<file path="src/rtl/square_accumulator_multi.sv">
// square_accumulator_multi
//   Multi-channel, multi-sample-per-clock sum-of-squares integrator.
//   Each lane carries a magnitude a.
//   Each sample is accumulated as a*(a+1).
//   The 1/4 term of (2a+1)^2/4 is left for the consumer to add back.
//   Sums run over len+1 ce-qualified clocks and are then dumped to
//   accum_o together with a one-cycle valid_o pulse.
//   Pipeline: input capture -> per-lane square -> per-channel lane sum
//   -> accumulate/dump. A sample captured at edge E0 appears at E3.
//   Optional build macro: SQACC_SATURATE_EN
//     defined     : accumulators clamp at all-ones and raise a sticky
//                   per-channel overflow flag, reported on ovf_o at dump.
//     not defined : accumulators wrap and ovf_o stays 0.
module square_accumulator_multi #(
    parameter int NBITS    = 4,
    parameter int NSAMP    = 4,
    parameter int NCHAN    = 2,
    parameter int ACC_BITS = 24,
    parameter int CNT_BITS = 16
) (
    input  logic                            clk_i,
    input  logic                            rst_i,
    input  logic                            ce_i,
    input  logic [NCHAN*NSAMP*NBITS-1:0]    in_i,
    input  logic [CNT_BITS-1:0]             len_i,
    output logic [NCHAN*ACC_BITS-1:0]       accum_o,
    output logic                            valid_o,
    output logic [NCHAN-1:0]                ovf_o
);

    localparam int NLANE     = NCHAN * NSAMP;
    localparam int SQ_BITS   = 2 * NBITS;
    localparam int SUM_BITS  = SQ_BITS + $clog2(NSAMP);
    localparam int WIDE_BITS = ACC_BITS + 1;

    // a*(a+1) never exceeds 2^(2*NBITS)-2^NBITS, so SQ_BITS is enough
    function automatic logic [SQ_BITS-1:0] square_f(input logic [NBITS-1:0] a);
        logic [SQ_BITS-1:0] aw;
        aw = SQ_BITS'(a);
        return aw * (aw + SQ_BITS'(1));
    endfunction

    logic [NLANE*NBITS-1:0]    in_r;
    logic                      ce0_r;
    logic [SQ_BITS-1:0]        sq_r   [NLANE];
    logic                      ce1_r;
    logic [SUM_BITS-1:0]       sum_s  [NCHAN];
    logic [SUM_BITS-1:0]       sum_r  [NCHAN];
    logic                      ce2_r;
    logic [NCHAN*ACC_BITS-1:0] acc_r;
    logic [NCHAN*ACC_BITS-1:0] nacc_s;
    logic [NCHAN-1:0]          nst_s;
    logic [CNT_BITS-1:0]       cnt_r;
    logic [CNT_BITS-1:0]       len_r;

    // Stage 0: capture raw magnitudes and their qualifier
    always_ff @(posedge clk_i) begin
        if (rst_i) begin
            in_r  <= '0;
            ce0_r <= 1'b0;
        end else begin
            in_r  <= in_i;
            ce0_r <= ce_i;
        end
    end

    // Stage 1: per-lane a*(a+1)
    always_ff @(posedge clk_i) begin
        if (rst_i) begin
            for (int i = 0; i < NLANE; i++) begin
                sq_r[i] <= '0;
            end
            ce1_r <= 1'b0;
        end else begin
            for (int i = 0; i < NLANE; i++) begin
                sq_r[i] <= square_f(in_r[i*NBITS +: NBITS]);
            end
            ce1_r <= ce0_r;
        end
    end

    // Per-channel sum of the lane squares
    always_comb begin
        for (int c = 0; c < NCHAN; c++) begin
            sum_s[c] = '0;
            for (int s = 0; s < NSAMP; s++) begin
                sum_s[c] = sum_s[c] + SUM_BITS'(sq_r[c*NSAMP+s]);
            end
        end
    end

    // Stage 2: register the per-channel lane sums
    always_ff @(posedge clk_i) begin
        if (rst_i) begin
            for (int c = 0; c < NCHAN; c++) begin
                sum_r[c] <= '0;
            end
            ce2_r <= 1'b0;
        end else begin
            for (int c = 0; c < NCHAN; c++) begin
                sum_r[c] <= sum_s[c];
            end
            ce2_r <= ce1_r;
        end
    end

`ifdef SQACC_SATURATE_EN
    logic [NCHAN-1:0]     ovf_st_r;
    logic [WIDE_BITS-1:0] wide_s;

    // Next accumulator value with clamp; clamping sets the sticky flag
    always_comb begin
        nacc_s = '0;
        nst_s  = '0;
        wide_s = '0;
        for (int c = 0; c < NCHAN; c++) begin
            wide_s = {1'b0, acc_r[c*ACC_BITS +: ACC_BITS]} + WIDE_BITS'(sum_r[c]);
            if (wide_s[ACC_BITS]) begin
                nacc_s[c*ACC_BITS +: ACC_BITS] = {ACC_BITS{1'b1}};
                nst_s[c] = 1'b1;
            end else begin
                nacc_s[c*ACC_BITS +: ACC_BITS] = wide_s[ACC_BITS-1:0];
                nst_s[c] = ovf_st_r[c];
            end
        end
    end

    // Sticky overflow state, cleared together with the accumulator
    always_ff @(posedge clk_i) begin
        if (rst_i) begin
            ovf_st_r <= '0;
        end else if (ce2_r) begin
            if (cnt_r == len_r) begin
                ovf_st_r <= '0;
            end else begin
                ovf_st_r <= nst_s;
            end
        end else begin
            ovf_st_r <= ovf_st_r;
        end
    end
`else
    // Next accumulator value, wrapping modulo 2^ACC_BITS; no overflow reporting
    always_comb begin
        nacc_s = '0;
        nst_s  = '0;
        for (int c = 0; c < NCHAN; c++) begin
            nacc_s[c*ACC_BITS +: ACC_BITS] =
                acc_r[c*ACC_BITS +: ACC_BITS] + ACC_BITS'(sum_r[c]);
        end
    end
`endif

    // Stage 3: accumulate ce-qualified sums, dump on the terminal count
    always_ff @(posedge clk_i) begin
        if (rst_i) begin
            acc_r   <= '0;
            cnt_r   <= '0;
            len_r   <= len_i;
            accum_o <= '0;
            ovf_o   <= '0;
            valid_o <= 1'b0;
        end else begin
            valid_o <= 1'b0;
            if (ce2_r) begin
                if (cnt_r == len_r) begin
                    // The terminal sample is folded into the dumped value so
                    // back-to-back periods lose nothing.
                    accum_o <= nacc_s;
                    ovf_o   <= nst_s;
                    valid_o <= 1'b1;
                    acc_r   <= '0;
                    cnt_r   <= '0;
                    len_r   <= len_i;
                end else begin
                    acc_r   <= nacc_s;
                    cnt_r   <= cnt_r + CNT_BITS'(1);
                end
            end
        end
    end

endmodule

</file>
<file path="config.mk">
export PLATFORM = sky130hd
export DESIGN_NAME = square_accumulator_multi
export DESIGN_NICKNAME = d
export VERILOG_FILES = /design/src/rtl/square_accumulator_multi.sv
export SDC_FILE = /design/constraint.sdc
export NUM_CORES = 1
export LEC_CHECK = 0
export ABC_CLOCK_PERIOD_IN_PS = 4000
export CAP_MARGIN = 25
export CORE_ASPECT_RATIO = 2
export CORE_MARGIN = 2
export CORE_UTILIZATION = 60
export CTS_BUF_LIST = sky130_fd_sc_hd__clkbuf_4 sky130_fd_sc_hd__clkbuf_8 sky130_fd_sc_hd__clkbuf_16
export CTS_CLUSTER_SIZE = 20
export DETAILED_ROUTE_END_ITERATION = 6
export PLACE_DENSITY_LB_ADDON = 0.05
export SLEW_MARGIN = 40
export SYNTH_ARGS = -nofsm -noshare
export SYNTH_HDL_FRONTEND = slang
export SYNTH_SLANG_ARGS = --single-unit
</file>
<file path="constraint.sdc">
create_clock -name clk_i -period 4 [get_ports clk_i]
set_input_delay 0.8 -clock clk_i [delete_from_list [all_inputs] [get_ports clk_i]]
set_output_delay 0.8 -clock clk_i [all_outputs]
set_load 0.05 [all_outputs]
</file>
==> results of run 1 <==
[per-layer routing]
layer / global-route usage, % / routed length, µm / vias up
li1: - / - / 5294
met1: 22.4 / 10000 / 4995
met2: 49.3 / 17200 / 163
met3: 2.53 / 751 / 87
met4: 12.2 / 1480 / 0
met5: 0 / 0 / -
[final cells by class]
cell class / count / area, µm²
clock buffers: 32 / 656
clock inverters: 8 / 90.1
fillers: 1915 / 7390
inverters: 174 / 653
multi-input cells: 1104 / 8660
flip-flops and latches: 234 / 4840
well taps: 287 / 359
repair buffers: 108 / 1070
[layout by cell type (no fill, tap or decap), drive strengths merged, types with 3 or more instances in the layout]
cell	n
dfxtp	218
inv	173
ha	162
nor2	149
nand2	103
clkdlybuf4s50	96
a21oi	90
nor2b	83
xnor2	81
fa	78
xor2	40
nand3	39
nand2b	36
o21ai	34
clkbuf	32
a211oi	31
a31oi	20
and2	19
a21o	18
and3	17
edfxtp	16
or3	12
nor3	12
buf	12
nand4	11
o21bai	10
clkinv	7
and4	6
o211ai	6
o21a	6
o22ai	4
conb	4
or4	3
o31a	3
nor4b	3
[registers in the layout, indices dropped and copies added, names as in the netlist]
| register | cells |
|---|---|
| cnt_r | 16 |
| in_r | 32 |
| ce1_r | 1 |
| ce2_r | 1 |
| acc_r | 46 |
| sq_r | 56 |
| accum_o | 46 |
| sum_r | 18 |
| valid_o | 1 |
| ce0_r | 1 |
| len_r | 16 |
[stage by stage]
stage	hold WS (ns)	area, µm²	util, %	power [mW]	setup WS [ns]
finish	0.450	16300	68.8	5.65	0.368
CTS	0.456	16300	68.8	5.72	0.389
detailed placement	0.434	15600	65.7	3.55	0.396
global route	0.478	16300	68.8	5.96	0.125
floorplan	0.414	14400	-	3.28	0.720
global placement	0.434	15600	65.7	3.51	0.570
[critical path, stage by stage (launching register included)]
cell	delay, ns
sky130_fd_sc_hd__dfxtp_1	0.45
sky130_fd_sc_hd__ha_1	0.21
sky130_fd_sc_hd__inv_1	0.04
sky130_fd_sc_hd__ha_1	0.30
sky130_fd_sc_hd__nand2b_1	0.17
sky130_fd_sc_hd__fa_1	0.48
sky130_fd_sc_hd__inv_1	0.06
sky130_fd_sc_hd__fa_1	0.60
sky130_fd_sc_hd__ha_1	0.25
sky130_fd_sc_hd__a21o_1	0.18
sky130_fd_sc_hd__a21oi_1	0.23
sky130_fd_sc_hd__o21bai_1	0.12
sky130_fd_sc_hd__a21oi_1	0.21
sky130_fd_sc_hd__xnor2_1	0.14
sky130_fd_sc_hd__nor2_1	0.05
[power by group through the flow]
| stage | Combinational [mW] | Clock (mW) | Sequential, mW |
|---|---|---|---|
| after CTS | 0.955 | 2.21 | 2.55 |
| after global placement | 0.916 | 0 | 2.60 |
| after detailed placement | 0.948 | 0 | 2.60 |
| after global routing | 1.09 | 2.31 | 2.56 |
| final | 0.938 | 2.16 | 2.55 |
| after floorplan | 0.704 | 0 | 2.58 |
[worst paths after layout]
| kind | from | end | slack, ns | depth (start not counted) |
|---|---|---|---|---|
| worst max register to register | in_r[13] | sq_r[0][31] | 0.37 | 14 |
| worst max-delay path | in_r[13] | sq_r[0][31] | 0.37 | 14 |
| worst min-delay path | ce0_r | ce1_r | 0.45 | 1 |
| worst min register to register | ce0_r | ce1_r | 0.45 | 1 |
[kinds of logic (layout without fill, tap and decap cells)]
logic type	Yosys count	in the layout
buffers and inverters	231	322
muxes	1	1
adders and majority gates	240	240
AOI/OAI and AO/OA	238	238
xor gates and xnor gates	121	121
other	1	4
and+or+nand+nor	500	500
DFF	234	234
==> run_results.csv, run 1 <==
group,metric,value,unit
yosys,synth-seq-area-share,33.7,%
routing,drt.antenna.violating_nets,0,
clock_network,cts_post_setup_buffers_inserted,0,
yosys,mappedNetlistArea,14400,µm²
final_layout,insertedDiodeCount,0,
yosys,synth_mux_area_share,0.0782,%
final_layout,post_layout_nonfiller_instances,1947,
timing,timing_worst_slew_pin_value,0.761,ns
global_routing,grt.overflow.total,0,
placement,gp_routability_congestion,0.890,
yosys,synthTopCellsByCount,"sky130_fd_sc_hd__dfxtp_1, sky130_fd_sc_hd__inv_1, sky130_fd_sc_hd__ha_1",
timing,rsz0062_at_grt,"false",
clock_network,tritoncts,"yes",
global_routing,grt.total_usage,24.1,%
routing,drt-vias-per-instance,5.41,
worst_hold_path,hp-class,"flop to flop",
die,ports_placed_on_the_boundary,102,
pwr,netSwitchingFraction,26.2,%
setup_path,required,4.37,ns
routing,route.vias.total,10500,
die,floorplan.die.height,223,µm
pwr,p_clk_share,38.3,%
yosys,synth_top_cell_by_area,"sky130_fd_sc_hd__dfxtp_1",
routing,drt-initial-drc-count,416,
timing,timing.final.setup_violations,0,
setup_path,worst_ep_arrival_time,4.00,ns
final_layout,area_growth,13.4,%
yosys,synth.ff_latch_count,234,
setup_path,cp_max_fo,7,
yosys,yosys-top-cells-area,"sky130_fd_sc_hd__dfxtp_1, sky130_fd_sc_hd__ha_1, sky130_fd_sc_hd__fa_1",
placement,port-buffer-count,97,
clock_network,tritoncts.num_buffers,23,
global_routing,grt_antenna_before_repair,0,
die,rows,80,
clock_network,cts.sinks,234,
timing,slew_headroom,48.7,%
clock_network,htree_depth,1,
clock_network,clk_path_buf_depth,3,
yosys,yosys.cell_types.count,62,
timing,final-max-slew-violation-count,0,
yosys,synth_top_area_share,30.3,%
timing,finalSetupTns,0,ns
yosys,syn-mean-instance-area,9.19,µm²
clock_network,path_clk_slew,0.06,ns
global_routing,grt_pass1_vias,10900,
final_layout,final_layout_size_suffix_gt1_share,3.92,%
yosys,synth_top_family_by_area,"adder cells",
timing,maxClockFrequency,0.275,GHz
yosys,yosys_most_used_dff,"sky130_fd_sc_hd__dfxtp_1",
yosys,synth_compound_area_share,10.4,%
setup_path,critical_path.startpoint_type,"flop",
clock_network,clk_root_buffer_cell,"sky130_fd_sc_hd__clkbuf_16",
yosys,synth-warning-count,0,
timing,finClkSkew,0.0124,ns
routing,drt_wl_total,29.4,mm
timing,post-route-period-util,90.8,%
global_routing,grt_pass1_wl,49.4,mm
yosys,yosys.area_share.xor_xnor,7.36,%
pwr,internal-power,4.17,mW
setup_path,worstSetupPathType,"flop to flop",
placement,detail_placement_hpwl,22.8,mm
clock_network,clk_lat_worst_skew,0.52,ns
timing,finalCriticalPeriod,3.63,ns
yosys,synthCells,1566,
pwr,power.density_cell_area,346,nW/µm²
routing,remaining_drc_errors,0,
yosys,synth_simple_gate_area_share,17.2,%
placement,place.detailed.instances,1907,
pwr,p_seq_share,45.1,%
yosys,library_cell_with_the_highest_instance_count_after_synthesis,"sky130_fd_sc_hd__dfxtp_1",
final_layout,count_of_nets_after_finishing,1936,
pwr,total_switching_power,1.48,mW
outcome,run_status,"finished clean",
pwr,vdd_drop_max,0.346,mV
die,floorplan.core_area,23700,µm²
die,initial_utilization,60.7,%
global_routing,grt_start_max_net_pins,167,
die,die_area,25300,µm²
setup_path,worstSetupEndpointType,"flop",
timing,finalHoldViolations,0,
yosys,yosys.area_share.adder,24.9,%
clock_network,cts_repair_resize_count,0,
pwr,power.combinational.fraction,16.6,%
clock_network,postCtsHoldBufs,0,
yosys,asyncSetResetFlopFracSynth,0,%
yosys,synth-edff-count,16,
routing,detailedRoute.firstPassIterationCount,4,
job,drv.max_cap_violation_count,0,
die,die_w,114,µm
pwr,total_leakage_power,7.07,nW
routing,wl_per_cell,15.1,µm
Note: power is estimated with default switching activity, not from simulation.
==> run 2, diff against run 1 <==
--- a/config.mk
+++ b/config.mk
@@ -14,6 +14,7 @@
 export CTS_CLUSTER_SIZE = 20
 export DETAILED_ROUTE_END_ITERATION = 6
 export PLACE_DENSITY_LB_ADDON = 0.05
+export REMOVE_ABC_BUFFERS = 1
 export SLEW_MARGIN = 40
 export SYNTH_ARGS = -nofsm -noshare
 export SYNTH_HDL_FRONTEND = slang
==> run 2 against run 1 <==
  * First-iteration DRC count shrank 3.8%
  * Global-route usage shrank 1.5 points
  * Via count is the same
  * Flip-flop and latch count is the same
  * Clock skew is essentially flat
  * Worst setup slack gained 0.072 ns
  * Design area grew 0.28%
  * Non-clock buffer count grew 1
  * Cell count grew 0.15%
==> run_results.csv, run 2 (synthesis gave the netlist of run 1 again) <==
group,metric,value,unit
pwr,total_leakage_power,7.06,nW
global_routing,grt.overflow.total,0,
timing,timing.final.setup_violations,0,
timing,finalSetupTns,0,ns
setup_path,required,4.39,ns
setup_path,path_cells,"ha_1, inv_1, ha_1, nand2b_1, fa_1, inv_1, fa_1, ha_1, a21o_1, a21oi_1, o21bai_1, a21oi_1, xnor2_1, nor2_1",
final_layout,fill_cell_count,1949,
pwr,netSwitchingFraction,26.6,%
timing,post-route-period-util,89.0,%
timing,hold-worst-slack,0.435,ns
timing,finalHoldViolations,0,
die,ports_placed_on_the_boundary,102,
pwr,total_switching_power,1.51,mW
outcome,run_status,"finished clean",
final_layout,largest-register,"sq_r",
setup_path,regToRegSetupSlack,0.44,ns
die,die_area,25300,µm²
final_layout,largest_reg_flops,56,
clock_network,cts_repair_resize_count,0,
pwr,power.combinational.fraction,16.2,%
global_routing,grt.total_usage,22.5,%
worst_hold_path,hp-class,"flop to flop",
setup_path,timing.critical_path.from,"in_r[13]",
final_layout,top_regs,"sq_r: 56 flops, acc_r: 46 flops, accum_o: 46 flops",
setup_path,cp_slowest_cell,"sky130_fd_sc_hd__fa_1",
setup_path,critical_path.n_buffers_inverters,2,
setup_path,worstSetupEndpointType,"flop",
final_layout,final_common_cell,"sky130_fd_sc_hd__dfxtp_1",
routing,detailedRoute.firstPassIterationCount,4,
routing,wl_per_cell,14.2,µm
timing,finalCriticalPeriod,3.56,ns
die,die_w,114,µm
clock_network,htree_depth,1,
placement,port-buffer-count,97,
timing,rsz0062_at_grt,"false",
final_layout,insertedDiodeCount,0,
die,initial_utilization,60.7,%
final_layout,area_of_the_multi_input_gates,8660,µm²
pwr,internal-power,4.16,mW
clock_network,clk_lat_worst_skew,0.52,ns
setup_path,worstSetupPathType,"flop to flop",
timing,final-max-slew-violation-count,0,
pwr,p_clk_share,38.9,%
routing,drt-initial-drc-count,400,
setup_path,cpLargestDelayFamily,"adder cells",
timing,finClkSkew,0.0122,ns
die,rows,80,
final_layout,count_of_nets_after_finishing,1937,
final_layout,area_growth,13.8,%
final_layout,sequential_cell_area,4840,µm²
routing,route.vias.total,10500,
clock_network,postCtsHoldBufs,0,
global_routing,grt_start_max_net_pins,75,
placement,gp_routability_congestion,0.885,
setup_path,critical_path.startpoint_type,"flop",
timing,maxClockFrequency,0.281,GHz
global_routing,grt_antenna_before_repair,0,
die,floorplan.die.height,223,µm
setup_path,cp_max_fo,7,
global_routing,grt_pass1_wl,47.4,mm
routing,drt.antenna.violating_nets,0,
setup_path,critical-path-top-cell-by-count,"sky130_fd_sc_hd__ha_1",
timing,slew_headroom,49.0,%
final_layout,final_design_area_no_fill,16400,µm²
routing,drt-vias-per-instance,5.40,
pwr,vdd_drop_max,0.343,mV
die,floorplan.core_area,23700,µm²
placement,placement.cell_area,15600,µm²
worst_hold_path,min_from,"ce1_r",
setup_path,worstReg2RegStart,"in_r[13]",
final_layout,final_cell_mix,"sky130_fd_sc_hd__dfxtp_1, sky130_fd_sc_hd__inv_1, sky130_fd_sc_hd__ha_1",
final_layout,utilization,69.0,%
pwr,power.density_cell_area,346,nW/µm²
final_layout,final_layout_size_suffix_gt1_share,3.85,%
clock_network,tritoncts.num_buffers,23,
clock_network,clk_path_buf_depth,3,
job,drv.max_cap_violation_count,0,
timing,timing_worst_slew_pin_value,0.757,ns
global_routing,grt_pass1_vias,10600,
placement,detail_placement_hpwl,20.9,mm
routing,drt_wl_total,27.6,mm
clock_network,cts_post_setup_buffers_inserted,0,
setup_path,worst_ep_arrival_time,3.95,ns
setup_path,cpPeakStageDelay,0.53,ns
clock_network,path_clk_slew,0.07,ns
clock_network,clk_root_buffer_cell,"sky130_fd_sc_hd__clkbuf_16",
clock_network,cts.sinks,234,
pwr,p_seq_share,44.9,%
clock_network,tritoncts,"yes",
routing,remaining_drc_errors,0,
pwr,report.power.total,5.67,mW
run 2: cell count changes in the layout (fill, tap and decap cells not counted), sizes merged:
| cell | before | now |
|---|---|---|
| buf | 12 | 13 |
| clkinv | 7 | 8 |
| inv | 173 | 174 |
| clkinvlp | 0 | 4 |
| clkbuf | 32 | 28 |
run 2: final timing paths:
path,end,cells past startpoint
max,sq_r[0][31],14
min reg2reg,ce2_r,1
max reg2reg,sq_r[0][31],14
min,ce2_r,1
run 2: per-layer routing:
| layer | up-vias | GRT usage, % | part of all wire (%) |
|---|---|---|---|
| met5 | - | 0 | 0 |
| met4 | 0 | 8.26 | 3.1 |
| met3 | 52 | 2.36 | 2.7 |
| met2 | 168 | 45.0 | 56 |
| met1 | 5026 | 23.5 | 38 |
| li1 | 5293 | - | - |
run 2: area by class of cell:
class,instances,area share [%]
Tap cell,287,2.19
Multi-Input combinational cell,1104,52.9
Clock inverter,14,0.810
Clock buffer,28,3.90
Sequential cell,234,29.6
Timing Repair Buffer,109,6.64
Inverter,174,3.99
run 2: through the flow:
stage | instances | worst slack [ns]
3_5_place_dp | 1908 | 0.453
5_1_grt | 1950 | 0.175
4_1_cts | 1950 | 0.444
3_3_place_gp | 1908 | 0.568
6_report | 1950 | 0.440
2_1_floorplan | 1512 | 0.733
run 2: power groups by stage:
stage               combinational [mW]  clock, mW  sequential [mW]
CTS                              0.929       2.26             2.54
detailed placement               0.918          0             2.60
finish                           0.917       2.21             2.54
floorplan                        0.674          0             2.58
global placement                 0.887          0             2.59
global route                      1.07       2.34             2.56
